[src/rtl/layer_sequencer.sv]
// layer_sequencer: top-level phase sequencer for the MobileNet inference datapath.
// Walks camera capture, a conv0 phase (one feature fetch, then conv + write-back
// per op), a conv1 phase (fetch + conv + write-back per op) and an average phase
// (fetch + average per op). Each engine gets a one-cycle start strobe, and the
// sequencer waits for that engine's finish pulse with a timeout.
// Ports:
//   i_clk, i_reset          clock, synchronous active-high reset
//   i_start                 host start level (sampled in IDLE / ERROR)
//   i_continuous            restart at camera after the last average op
//   i_abort                 return to IDLE next cycle from any state
//   i_finish_*              engine completion pulses
//   o_start*                one-cycle engine start strobes
//   o_opConv, o_opcode      conv1-phase flag and current operation index
//   o_phase                 0=conv0, 1=conv1, 2=ave, 3=idle/cam/error
//   o_busy, o_done, o_error status, frame-done pulse, sticky timeout flag
module layer_sequencer #(
   parameter int unsigned OPCODE_W    = 6,
   parameter int unsigned N_CONV0     = 16,
   parameter int unsigned N_CONV1     = 16,
   parameter int unsigned N_AVE       = 6,
   parameter int unsigned TIMEOUT_W   = 20,
   parameter int unsigned TIMEOUT_CYC = 1000000
) (
   input  logic                i_clk,
   input  logic                i_reset,
   input  logic                i_start,
   input  logic                i_continuous,
   input  logic                i_abort,
   input  logic                i_finish_cam,
   input  logic                i_finish_fet,
   input  logic                i_finish_conv,
   input  logic                i_finish_writeBack,
   input  logic                i_finish_ave,
   output logic                o_startCam,
   output logic                o_startFet,
   output logic                o_startConvolution,
   output logic                o_startWriteBack,
   output logic                o_startAve,
   output logic                o_opConv,
   output logic [OPCODE_W-1:0] o_opcode,
   output logic [1:0]          o_phase,
   output logic                o_busy,
   output logic                o_done,
   output logic                o_error
);

   localparam int unsigned TOTAL = N_CONV0 + N_CONV1 + N_AVE;
   localparam logic [OPCODE_W-1:0]  LAST_C0  = OPCODE_W'(N_CONV0 - 1);
   localparam logic [OPCODE_W-1:0]  LAST_C1  = OPCODE_W'(N_CONV0 + N_CONV1 - 1);
   localparam logic [OPCODE_W-1:0]  LAST_ALL = OPCODE_W'(TOTAL - 1);
   localparam logic [TIMEOUT_W-1:0] TO_LAST  = TIMEOUT_W'(TIMEOUT_CYC - 1);

   typedef enum logic [4:0] {
      S_IDLE, S_CAM, S_W_CAM,
      S_FET0, S_W_FET0, S_CONV0, S_W_CONV0, S_WB0, S_W_WB0, S_UPD0,
      S_FET1, S_W_FET1, S_CONV1, S_W_CONV1, S_WB1, S_W_WB1, S_UPD1,
      S_FETA, S_W_FETA, S_AVE, S_W_AVE, S_UPD_AVE,
      S_ERROR
   } state_t;

   state_t                state_q, state_d;
   logic [OPCODE_W-1:0]   opcode_q, opcode_d;
   logic [TIMEOUT_W-1:0]  cnt_q, cnt_d;
   logic                  error_q, error_d;
   logic                  start_cam_q, start_cam_d;
   logic                  start_fet_q, start_fet_d;
   logic                  start_conv_q, start_conv_d;
   logic                  start_wb_q, start_wb_d;
   logic                  start_ave_q, start_ave_d;
   logic                  op_conv_q, op_conv_d;
   logic [1:0]            phase_q, phase_d;
   logic                  busy_q, busy_d;
   logic                  done_q, done_d;

   logic                  in_wait;
   logic                  fin_sel;
   state_t                wait_next;

   // Next-state / opcode / timeout logic, then outputs decoded from the next state
   // so the registered outputs line up with the registered state.
   always_comb begin
      state_d   = state_q;
      opcode_d  = opcode_q;
      cnt_d     = '0;
      error_d   = error_q;
      in_wait   = 1'b1;
      fin_sel   = 1'b0;
      wait_next = state_q;

      // Finish input and successor for each wait state
      case (state_q)
         S_W_CAM:   begin fin_sel = i_finish_cam;       wait_next = S_FET0;    end
         S_W_FET0:  begin fin_sel = i_finish_fet;       wait_next = S_CONV0;   end
         S_W_CONV0: begin fin_sel = i_finish_conv;      wait_next = S_WB0;     end
         S_W_WB0:   begin fin_sel = i_finish_writeBack; wait_next = S_UPD0;    end
         S_W_FET1:  begin fin_sel = i_finish_fet;       wait_next = S_CONV1;   end
         S_W_CONV1: begin fin_sel = i_finish_conv;      wait_next = S_WB1;     end
         S_W_WB1:   begin fin_sel = i_finish_writeBack; wait_next = S_UPD1;    end
         S_W_FETA:  begin fin_sel = i_finish_fet;       wait_next = S_AVE;     end
         S_W_AVE:   begin fin_sel = i_finish_ave;       wait_next = S_UPD_AVE; end
         default:   in_wait = 1'b0;
      endcase

      case (state_q)
         S_IDLE: begin
            opcode_d = '0;
            if (i_start) state_d = S_CAM;
         end
         S_CAM:   state_d = S_W_CAM;
         S_FET0:  state_d = S_W_FET0;
         S_CONV0: state_d = S_W_CONV0;
         S_WB0:   state_d = S_W_WB0;
         S_UPD0: begin
            opcode_d = opcode_q + OPCODE_W'(1);
            state_d  = (opcode_q == LAST_C0) ? S_FET1 : S_CONV0;
         end
         S_FET1:  state_d = S_W_FET1;
         S_CONV1: state_d = S_W_CONV1;
         S_WB1:   state_d = S_W_WB1;
         S_UPD1: begin
            opcode_d = opcode_q + OPCODE_W'(1);
            state_d  = (opcode_q == LAST_C1) ? S_FETA : S_FET1;
         end
         S_FETA:  state_d = S_W_FETA;
         S_AVE:   state_d = S_W_AVE;
         S_UPD_AVE: begin
            if (opcode_q == LAST_ALL) begin
               opcode_d = '0;
               state_d  = i_continuous ? S_CAM : S_IDLE;
            end else begin
               opcode_d = opcode_q + OPCODE_W'(1);
               state_d  = S_FETA;
            end
         end
         S_ERROR: begin
            if (i_start) begin
               state_d  = S_CAM;
               opcode_d = '0;
               error_d  = 1'b0;
            end
         end
         default: begin
            // Wait states: a finish in the last allowed cycle still wins over the timeout
            if (in_wait) begin
               if (fin_sel) begin
                  state_d = wait_next;
               end else if (cnt_q == TO_LAST) begin
                  state_d = S_ERROR;
                  error_d = 1'b1;
               end else begin
                  cnt_d = cnt_q + TIMEOUT_W'(1);
               end
            end
         end
      endcase

      // Abort overrides every transition but leaves the sticky error alone
      if (i_abort) begin
         state_d  = S_IDLE;
         opcode_d = '0;
         cnt_d    = '0;
         error_d  = error_q;
      end

      start_cam_d  = (state_d == S_CAM);
      start_fet_d  = (state_d == S_FET0) || (state_d == S_FET1) || (state_d == S_FETA);
      start_conv_d = (state_d == S_CONV0) || (state_d == S_CONV1);
      start_wb_d   = (state_d == S_WB0) || (state_d == S_WB1);
      start_ave_d  = (state_d == S_AVE);
      busy_d       = (state_d != S_IDLE) && (state_d != S_ERROR);
      done_d       = (state_d == S_UPD_AVE) && (opcode_d == LAST_ALL);

      case (state_d)
         S_FET0, S_W_FET0, S_CONV0, S_W_CONV0, S_WB0, S_W_WB0, S_UPD0:
            phase_d = 2'd0;
         S_FET1, S_W_FET1, S_CONV1, S_W_CONV1, S_WB1, S_W_WB1, S_UPD1:
            phase_d = 2'd1;
         S_FETA, S_W_FETA, S_AVE, S_W_AVE, S_UPD_AVE:
            phase_d = 2'd2;
         default:
            phase_d = 2'd3;
      endcase
      op_conv_d = (phase_d == 2'd1);
   end

   // State and output registers
   always_ff @(posedge i_clk) begin
      if (i_reset) begin
         state_q      <= S_IDLE;
         opcode_q     <= '0;
         cnt_q        <= '0;
         error_q      <= 1'b0;
         start_cam_q  <= 1'b0;
         start_fet_q  <= 1'b0;
         start_conv_q <= 1'b0;
         start_wb_q   <= 1'b0;
         start_ave_q  <= 1'b0;
         op_conv_q    <= 1'b0;
         phase_q      <= 2'd3;
         busy_q       <= 1'b0;
         done_q       <= 1'b0;
      end else begin
         state_q      <= state_d;
         opcode_q     <= opcode_d;
         cnt_q        <= cnt_d;
         error_q      <= error_d;
         start_cam_q  <= start_cam_d;
         start_fet_q  <= start_fet_d;
         start_conv_q <= start_conv_d;
         start_wb_q   <= start_wb_d;
         start_ave_q  <= start_ave_d;
         op_conv_q    <= op_conv_d;
         phase_q      <= phase_d;
         busy_q       <= busy_d;
         done_q       <= done_d;
      end
   end

   assign o_startCam         = start_cam_q;
   assign o_startFet         = start_fet_q;
   assign o_startConvolution = start_conv_q;
   assign o_startWriteBack   = start_wb_q;
   assign o_startAve         = start_ave_q;
   assign o_opConv           = op_conv_q;
   assign o_opcode           = opcode_q;
   assign o_phase            = phase_q;
   assign o_busy             = busy_q;
   assign o_done             = done_q;
   assign o_error            = error_q;

endmodule

[config.mk]
export PLATFORM = sky130hd
export DESIGN_NAME = layer_sequencer
export DESIGN_NICKNAME = d
export VERILOG_FILES = /design/src/rtl/layer_sequencer.sv
export SDC_FILE = /design/constraint.sdc
export NUM_CORES = 1
export LEC_CHECK = 0
export ABC_AREA = 0
export BUFFER_PORTS_ARGS = -buffer_cell sky130_fd_sc_hd__buf_2
export CAP_MARGIN = 20
export CORE_ASPECT_RATIO = 1.5
export CORE_UTILIZATION = 60
export CTS_CLUSTER_SIZE = 14
export DETAILED_ROUTE_END_ITERATION = 8
export HOLD_SLACK_MARGIN = 0.12
export PLACE_DENSITY = 0.84
export SETUP_SLACK_MARGIN = 0.2
export SLEW_MARGIN = 5
export SYNTH_ARGS = -nofsm -noshare
export SYNTH_HDL_FRONTEND = slang
export SYNTH_SLANG_ARGS = --single-unit
[constraint.sdc]
create_clock -name i_clk -period 5 [get_ports i_clk]
set_input_delay 0.25 -clock i_clk [delete_from_list [all_inputs] [get_ports i_clk]]
set_output_delay 0.25 -clock i_clk [all_outputs]
set_load 0.1 [all_outputs]
==> impl_results.md <==
* Routed Antenna Nets at 0
* Synth cell types at 69
* Clk buf depth at 2
* CTS Hold Bufs at 0
* Synthesis-stage register bit count at 42
* Clk pwr share at 33.3%
* Initial antenna violation count at 0
* Post-Syn Area per Cell at 7.83 sq um
* Most common cell after layout, fill and taps aside: nor2_1
* DR vias at 2791
* Reg2reg start: state_q[1]$_SDFF_PP0_
* Initial Utilization at 63.2%
* Post-Syn Area at 2900 sq um
* Reg power frac at 43.3%
* Crit path from: state_q[1]$_SDFF_PP0_
* Asr flop ratio synth at 0%
* Drt first pass iters at 5
* Floorplan core area at 4580 sq um
* Leak at 0.00113 uW
* Comb power frac at 23.4%
* Routability cong. at 0.943
* Worst-path clk slew at 80 ps
* Global-route wire length before repair at 11700 um
* Max-slew violations at 0
* Post-synthesis sequential area ratio at 29.0%
* Chip height at 87.1 um
* Skew final at 6.72 ps
* Total CTS buffers at 5
* Post_cts resized at 0
* Status: complete, no violations
* # clock sinks at 42
* Critical Path RT at 5200 ps
* PD cells at 264 nW/um^2
* Io pins at 27
* Via count of the first global-routing pass at 2649
* Final core utilization at 68.0%
* Peak supply drop at 0.294 mV
* Critical path arrival at 3660 ps
* CP endpoint kind: flop
* Die width at 58.7 um
* Rows at 30
* Period utilisation layout at 69.1%
* Slew margin rel. at 27.3%
* Clk_lat worst skew at 300 ps
* CTS tree: yes
* Crit path max fanout at 32
* Post-Syn Instances at 370
* Startpoint types: flop
* Drt total wl at 6960 um
* Critical path class: flop to flop
* Port Buffers at 26
* DRT iter0 DRCs at 340
* GR Util All Layers at 29.1%
* Fin Setup TNS at 0 ps
* Reg2reg setup slack at 1540 ps
* Die ar. at 5110 sq um
* Setup bufs post-CTS at 0
* Vias per cell at 6.24
* Number of antenna diodes at 0
* Drc violations at 0
* Routed wire per std cell at 15.6 um
* Worst slew pin tran at 1090 ps
* H-tree Lvls at 2
* Max Freq at 289 MHz
* Hold Crit Class: primary input to flop
* Switching Fraction at 31.7%
* Global route overflow at 0
* Pin count of the biggest net entering global routing at 35
* Min-delay src: i_reset
* Int Power at 561 uW
* Sw Pwr at 260 uW
* Layout cells sized above 1 at 14.4%
* Most frequent cells in the layout: nor2_1 (44), dfxtp_1 (42), nand2_1 (34), buf_2 (26), a21oi_1 (25)
* Final HPWL DP at 5040 um
* Primary FF master, synth: dfxtp_1
* Syn nets at 383
* RSZ-0062 raised after global routing: no
* Root Buffer: clkbuf_8
* Synth Warn # at 0
* Final nets at 396
* Max-Cap Viols at 0
* Final Hold Fails at 0
* Post-synth EDFFs at 0
* Final setup vio count at 0
* Layout area overhead at 7.48%
* Final min period at 3460 ps
kinds of logic (layout without fill, tap and decap cells):
logic type | count (synthesis) | in the layout | share of synthesized area (%)
compound gates | 94 | 94 | 24.2
xor+xnor | 23 | 23 | 6.96
fa+ha+maj | 3 | 3 | 1.30
buf+inv | 35 | 48 | 6.01
flops | 42 | 42 | 29.0
mux | 4 | 4 | 1.43
simple gates | 169 | 169 | 31.1
metal layers:
layer  wire length [um]  global-route usage, %
met1               2730                   31.9
met2               3580                   51.5
met3                332                   5.05
met4                317                   16.5
met5                  0                      0
flip-flops by register name (all words and copies together), names as in the netlist, 2 cells and up:
name / count
o_phase: 2
cnt_q: 20
state_q: 5
o_opcode: 6
Yosys cell counts, types with 2 or more instances:
| library cell | n | area, sq um |
|---|---|---|
| nor2_1 | 44 | 165 |
| dfxtp_1 | 42 | 841 |
| nand2_1 | 34 | 128 |
| a21oi_1 | 25 | 125 |
| o21ai_0 | 21 | 105 |
| nand3_1 | 16 | 80.1 |
| inv_1 | 12 | 45.0 |
| xor2_1 | 12 | 105 |
| and3_1 | 11 | 68.8 |
| nor2b_1 | 11 | 68.8 |
| xnor2_1 | 11 | 96.3 |
| buf_2 | 10 | 50.1 |
| nor3_1 | 10 | 50.1 |
| buf_4 | 6 | 45.0 |
| or3_1 | 6 | 37.5 |
| clkbuf_1 | 5 | 18.8 |
| nand2b_1 | 5 | 31.3 |
| nor4b_1 | 5 | 43.8 |
| a211oi_1 | 4 | 30.0 |
| a22oi_1 | 4 | 30.0 |
| nand4_1 | 4 | 25.0 |
| a21o_1 | 3 | 22.5 |
| ha_1 | 3 | 37.5 |
| mux2i_1 | 3 | 30.0 |
| nor4_1 | 3 | 18.8 |
| o211ai_1 | 3 | 22.5 |
| a211o_1 | 2 | 17.5 |
| a31oi_1 | 2 | 12.5 |
| a32oi_1 | 2 | 17.5 |
| and3b_1 | 2 | 17.5 |
| and4_1 | 2 | 17.5 |
| and4b_1 | 2 | 20.0 |
| nand3b_1 | 2 | 15.0 |
| o2111a_1 | 2 | 22.5 |
| o2111ai_1 | 2 | 17.5 |
| o221ai_1 | 2 | 17.5 |
| o221ai_2 | 2 | 30.0 |
| o22ai_1 | 2 | 12.5 |
| o31ai_1 | 2 | 15.0 |
| or2_2 | 2 | 12.5 |
worst paths after layout:
| kind | endpoint | cells after the start |
|---|---|---|
| setup / recovery | o_phase[1]$_SDFF_PP1_ | 8 |
| hold / removal | state_q[3]$_SDFF_PP0_ | 2 |
| setup reg to reg | o_phase[1]$_SDFF_PP1_ | 8 |
| hold reg to reg | cnt_q[0]$_SDFF_PP0_ | 1 |
worst max-delay path, stage by stage (launching register included):
cell	delay, ps
dfxtp_1	1050
nor4b_1	190
a22oi_1	260
and4_1	440
a21boi_2	100
a2bb2oi_2	150
a311oi_2	740
o21ai_0	220
a21o_1	210
power groups by stage:
stage	Combinational, uW	Sequential, uW	Clock, uW
2_1_floorplan	126	393	0
3_3_place_gp	186	362	0
3_5_place_dp	188	363	0
4_1_cts	190	355	279
5_1_grt	206	357	289
6_report	192	355	274
final cells by class:
cell class                 count  area, sq um
timing repair buffer          29          153
tap                           64         80.1
inverter                      12         45.0
clock buffer                   6         82.6
sequential                    42          841
fill                         420         1470
clock inverter                 1         30.0
multi-input combinational    293         1880
metrics by stage:
stage	setup slack (ps)	hold WS [ps]	instance area, sq um	total power, uW	instances
after detailed placement	1610	454	3000	551	440
after global placement	1670	440	3000	548	440
after floorplan	1990	342	2900	519	370
after global routing	1180	322	3110	851	447
after CTS	1600	303	3110	823	447
final	1540	308	3110	821	447
(Power assumes the default switching activity.)
